--- src/rtl/vga_fb_arbiter.sv ---
`default_nettype none
// ============================================================================
// Module      : vga_fb_arbiter
// Description : Single-port frame-buffer arbiter. Display scan-out reads take
//               priority over pixel writes. FB_WR_STARVE_GUARD_EN enables a
//               forced write slot after MAX_DISP_BURST display grants.
// Revision    : 1.0 - initial release
// ============================================================================
module vga_fb_arbiter #(
    parameter int DATA_WIDTH     = 24,
    parameter int PIXELS         = 307200,
    parameter int ADDR_WIDTH     = $clog2(PIXELS),
    parameter int MAX_DISP_BURST = 8
) (
    input  logic                  clock,
    input  logic                  neg_reset,
    input  logic                  disp_req,
    input  logic [ADDR_WIDTH-1:0] disp_addr,
    output logic                  disp_gnt,
    output logic                  disp_rvalid,
    output logic [DATA_WIDTH-1:0] disp_rdata,
    input  logic                  wr_valid,
    input  logic [ADDR_WIDTH-1:0] wr_addr,
    input  logic [DATA_WIDTH-1:0] wr_data,
    output logic                  wr_ready,
    output logic                  wr_oob,
    output logic                  mem_en,
    output logic                  mem_we,
    output logic [ADDR_WIDTH-1:0] mem_addr,
    output logic [DATA_WIDTH-1:0] mem_wdata,
    input  logic [DATA_WIDTH-1:0] mem_rdata
);

    // One extra bit so PIXELS == 2**ADDR_WIDTH still compares correctly.
    localparam logic [ADDR_WIDTH:0] c_pixels = (ADDR_WIDTH+1)'(PIXELS);

    if (MAX_DISP_BURST < 1) begin : g_burst_check
        $error("MAX_DISP_BURST must be at least 1");
    end

    logic                  w_disp_hs;
    logic                  w_wr_hs;
    logic                  w_disp_in;
    logic                  w_wr_in;

    logic                  r_mem_en;
    logic                  r_mem_we;
    logic [ADDR_WIDTH-1:0] r_mem_addr;
    logic [DATA_WIDTH-1:0] r_mem_wdata;
    logic                  r_wr_oob;
    logic                  r_p1_valid;
    logic                  r_p1_oob;
    logic                  r_rvalid;
    logic                  r_roob;

    assign w_disp_in = ({1'b0, disp_addr} < c_pixels);
    assign w_wr_in   = ({1'b0, wr_addr} < c_pixels);
    assign w_disp_hs = disp_req & disp_gnt;
    assign w_wr_hs   = wr_valid & wr_ready;

`ifdef FB_WR_STARVE_GUARD_EN
    localparam int                  c_cnt_w     = $clog2(MAX_DISP_BURST + 1);
    localparam logic [c_cnt_w-1:0]  c_burst_max = c_cnt_w'(MAX_DISP_BURST);

    logic [c_cnt_w-1:0] r_burst_cnt;
    logic               w_force_wr;

    assign w_force_wr = wr_valid & (r_burst_cnt == c_burst_max);

    always_comb begin
        disp_gnt = disp_req & ~w_force_wr;
        wr_ready = wr_valid & (~disp_req | w_force_wr);
    end

    // Counts display grants made while a write waits; any write grant or idle
    // writer restarts the run.
    always_ff @(posedge clock or negedge neg_reset) begin
        if (!neg_reset) begin
            r_burst_cnt <= '0;
        end else if (!wr_valid || w_wr_hs) begin
            r_burst_cnt <= '0;
        end else if (w_disp_hs && (r_burst_cnt != c_burst_max)) begin
            r_burst_cnt <= r_burst_cnt + 1'b1;
        end
    end
`else
    always_comb begin
        disp_gnt = disp_req;
        wr_ready = wr_valid & ~disp_req;
    end
`endif

    always_ff @(posedge clock or negedge neg_reset) begin
        if (!neg_reset) begin
            r_mem_en    <= 1'b0;
            r_mem_we    <= 1'b0;
            r_mem_addr  <= '0;
            r_mem_wdata <= '0;
            r_wr_oob    <= 1'b0;
            r_p1_valid  <= 1'b0;
            r_p1_oob    <= 1'b0;
            r_rvalid    <= 1'b0;
            r_roob      <= 1'b0;
        end else begin
            r_mem_en   <= 1'b0;
            r_mem_we   <= 1'b0;
            r_p1_valid <= w_disp_hs;
            r_p1_oob   <= w_disp_hs & ~w_disp_in;
            r_rvalid   <= r_p1_valid;
            r_roob     <= r_p1_oob;
            if (w_disp_hs) begin
                r_mem_en   <= w_disp_in;
                r_mem_addr <= disp_addr;
            end else if (w_wr_hs) begin
                r_mem_en    <= w_wr_in;
                r_mem_we    <= w_wr_in;
                r_mem_addr  <= wr_addr;
                r_mem_wdata <= wr_data;
            end
            if (w_wr_hs && !w_wr_in) begin
                r_wr_oob <= 1'b1;
            end
        end
    end

    assign mem_en      = r_mem_en;
    assign mem_we      = r_mem_we;
    assign mem_addr    = r_mem_addr;
    assign mem_wdata   = r_mem_wdata;
    assign wr_oob      = r_wr_oob;
    assign disp_rvalid = r_rvalid;
    assign disp_rdata  = r_roob ? '0 : mem_rdata;

endmodule
`default_nettype wire

--- config.mk ---
export PLATFORM = sky130hd
export DESIGN_NAME = vga_fb_arbiter
export DESIGN_NICKNAME = d
export VERILOG_FILES = /design/src/rtl/vga_fb_arbiter.sv
export SDC_FILE = /design/constraint.sdc
export NUM_CORES = 1
export LEC_CHECK = 0
export BUFFER_PORTS_ARGS = -buffer_cell sky130_fd_sc_hd__buf_4
export CORE_MARGIN = 4
export CORE_UTILIZATION = 30
export DETAILED_ROUTE_END_ITERATION = 10
export GPL_TIMING_DRIVEN = 0
export PLACE_DENSITY_LB_ADDON = 0.2
export SKIP_LAST_GASP = 1
export SLEW_MARGIN = 20
export SYNTH_ARGS = -nofsm -noshare
export SYNTH_HDL_FRONTEND = slang
export SYNTH_SLANG_ARGS = --single-unit
--- constraint.sdc ---
create_clock -name clock -period 1.06 [get_ports clock]
set_clock_uncertainty 0.05 [all_clocks]
set_input_delay 0 -clock clock [delete_from_list [all_inputs] [get_ports clock]]
set_output_delay 0 -clock clock [all_outputs]
set_load 0.05 [all_outputs]
# After elaboration in Yosys (flattened, before gate mapping)
# Index checks and enable logic that the tools add are counted.
# Widths: inputs -> output; s select.
# classes
n_lt_le_gt_ge	2
muxes	6
bitwise	5
n_reduce_logical	4
# op_table
op	count
$lt 19x19->1 const B	2
$mux 19	2
$mux 24	1
$and 1x1->1	3
$mux 1	3
$not 1->1	2
$reduce_and 2->1	1
$reduce_bool 2->1	1
$logic_and 1x1->1	1
$logic_not 1->1	1
# totals
reg_bits	50
inputBits	90
output_inout_bits	73
elab_cells	26

# Longest topological paths before layout
# logic_depth
depth_word	5
depth_mapped	5
mapped_depth_nobuf	4

# Worst setup path before layout
# Ideal clock, no wire load.
# synth_path
path_kind	reg2out
from	register r_roob
to	output disp_rdata[10]
arrival_ns	1.322
required_time_ns	1.010
path_slack_ns	-0.312
path_stages_with_launch	3
path_cell_list	dfrtp_1 > clkbuf_1 > nor2b_1
# synth_between
elab_chain_cells	1
# synth_rtl
element	line_no	rtl
from (decl)	54	logic r_roob;
from (signal assigned)	110	r_roob <= r_p1_oob;
$mux 24	132	assign disp_rdata = r_roob ? '0 : mem_rdata;
to (decl)	21	output logic [DATA_WIDTH-1:0] disp_rdata,
# Every way passes these cells.

# Worst setup path in the final report
# Same ends and word-level chain as after synthesis.

==> metrics <==
outcome finished, violations left; failing checks negative setup slack; Max Cap Viol 0; Finished Cell Area 0.00469 mm²; commonest non-fill, non-tap cell in the layout buf_4; IO Count 163; CTS max path bufs 2; worst hold endpoint mem_we; Synth Instances 179; Die Y 94.6 µm; syn_area_per_cell 12.6 µm²; core area 0.00725 mm²; post-synth top area cell dfrtp_1; synth unique cells 22; Final Hold Violating Endpoints 0; setup TNS -5.07 ns; Synth Area in Simple Gates 11.0%; clock-pin slew on the worst setup and hold paths 0.10 ns; synth warn 0; Antenna Cells 0; Worst Hold Depth 3; top post-synthesis cells by area dfrtp_1 (56%), mux2_4 (12%), mux2i_1 (8.5%); cells on worst reg2reg path 1; clock root cell clkbuf_8; Power Total 6230 µW; I/O Buffers 162; WP data required 1.01 ns; Yosys reg bits 50; DR vias 2294; routed len/inst 14.6 µm; Syn Std Cell Area 0.00225 mm²; post-synthesis mux area share 23.5%; detailed placement HPWL 4.92 mm; most frequent cells in the layout buf_4 (141), dlygate4sd3_1 (66), dfrtp_1 (49); leak pwr 0.00236 µW; P_sw 2280 µW; initial antenna violation count 0; # clock sinks 50; fin. max-slew vios 0; Initial Util 31.0%; Initial DRC Count 33; HP Class in -> reg; Cell Rows 31; main combinational cell family by area after synthesis multiplexers; Setup Viol. Count Final 24; met3 wire length 627 µm; DRC viols 0; Top Metal Used met4; Main synth FF type dfrtp_1; critical-path cell list clkbuf_16 > nor2b_4 > buf_8; layout cells sized above 1 55.8%; Routed Antenna Nets 0; peak supply drop 0.000717 V; PnR worst setup slack -0.234 ns; CP max FO 10; Yosys top cell area share 55.6%; clk_lat worst skew 0.30 ns; Worst Tran Pin Value 0.635 ns; Crit. End Element output port; Tmin final 1.29 ns; R2R Setup Slk 0.24 ns; H-tree depth 2; vias in the first global route 2335; relative slew slack 57.7%; RD Place Congestion 0.722; CP startpoint kind flip-flop; final core utilization 64.7%; Internal 3960 µW; post-synthesis xor/xnor area fraction 0%; number of CTS-inserted buffers 5; placed inst area 0.00375 mm²; largest net degree at the start of global routing 51; area of the die 0.00895 mm²; total grt overflow 0; metal2 WL 3.90 mm; P per Cell Area 1330 mW/mm²; Synth Area in Adders 0%; Area growth, synth to finish 109%; Hold Startpoint wr_addr[18]; share of flip-flops with an asynchronous set or reset 100%; compound-cell area share of the yosys netlist 6.17%; Post-Route WL 7.53 mm; slowest stage delay, CP 0.45 ns; first-pass iteration count of the detailed router 4; arrival time at the worst endpoint 1.24 ns; Seq pwr share 36.0%; Met1 Wirelength 2.96 mm; reg-to-reg startpoint mem_wdata[22]; first-pass GRT wire length 11.7 mm; sequential share of the synthesized area 55.6%; Max Fclk 0.773 GHz; syn nets 269; switching share of power 36.5%; nets 505; TritonCTS clock tree done; CP max stage cell dfrtp_2; Clock power frac 21.9%; Die X 94.6 µm; overall global routing resource usage 16.5%; number of enable flip-flop cells after synthesis 0; Setup CP Type reg -> out; reg-to-reg endpoint mem_wdata[22]; Comb pwr share 42.1%; vias per cell 4.45; fin crit share 122%; RSZ-0062 raised after global routing yes; Setup WS pre-CTS -0.0651 ns
==> Yosys cell counts, types with 2 or more instances <==
| library cell | instances |
|---|---|
| mux2i_1 | 19 |
| mux2_4 | 18 |
| clkbuf_1 | 4 |
| dfrtp_1 | 50 |
| buf_4 | 2 |
| a21boi_0 | 2 |
| buf_6 | 3 |
| a211oi_1 | 2 |
| mux2_2 | 6 |
| nor2b_1 | 24 |
| nand3_1 | 2 |
| buf_2 | 2 |
| o21ai_0 | 9 |
| o21ai_1 | 10 |
| nand2_1 | 19 |
==> sequential cells by signal (all words and copies together), names as in the netlist <==
name / cells
mem_wdata: 24
mem_addr: 19
disp_rvalid: 1
mem_en: 1
mem_we: 1
r_p1_oob: 1
r_p1_valid: 1
r_roob: 1
wr_oob: 1
==> worst max path at each step <==
stage / startpoint / to / slack (ns) / cells after the start
finish: r_roob / disp_rdata[10] / -0.23 / 3
floorplan: r_roob / disp_rdata[0] / -0.10 / 1
global route: r_roob / disp_rdata[9] / -0.28 / 3
detailed placement: r_roob / disp_rdata[5] / -0.07 / 3
CTS: r_roob / disp_rdata[5] / -0.24 / 3
global placement: r_roob / disp_rdata[18] / -0.04 / 3
==> cells by family (layout without fill, tap and decap cells) <==
kind of cell           Yosys count  count (layout)
buffers and inverters           13             250
flip-flops                      50              50
multiplexers                    43              43
AND/OR/NAND/NOR                 48              48
AO/OA/AOI/OAI                   25              25
==> timing repair <==
action                     in CTS  in global routing
hold endpoints to repair       96                  0
setup endpoints to repair      24                 25
hold buffers                   66                  0
pin swaps                       0                  0
resized for setup              29                 12
buffers inserted                1                  0
==> layout make-up <==
class	count	area [µm²]
Clock inverter	3	43.8
Inverter	2	10.0
Clock buffer	5	68.8
Tap cell	99	124
Timing Repair Buffer	229	2000
Sequential cell	50	1250
Multi-Input combinational cell	116	1080
Fill cell	542	2560
Buffer	11	116
==> metrics by stage <==
stage          cells  hold slack, ns
6_report         515          0.0882
5_1_grt          515           0.114
4_1_cts          515          0.0649
3_5_place_dp     440          0.0213
3_3_place_gp     440          0.0226
2_1_floorplan    179          -0.346
==> per-layer routing <==
layer / GRT usage, % / up-vias
met4: 3.25 / 0
li1: - / 1074
met5: 0 / -
met1: 20.0 / 1108
met3: 5.50 / 6
met2: 28.8 / 106
==> worst max-delay path: cells and delay by family (launching register included) <==
family                 cells  cell delay [ns]
buffers and inverters      2             0.35
AND/OR/NAND/NOR            1             0.14
flip-flops                 1             0.45
==> power by group through the flow <==
stage               Combinational, µW  Sequential, µW  Clock, µW
finish                           2630            2240       1370
global placement                 2320            2270          0
floorplan                         742            3020          0
detailed placement               2340            2270          0
global route                     2750            2270       1490
CTS                              2600            2240       1420
(Power assumes the default switching activity.)
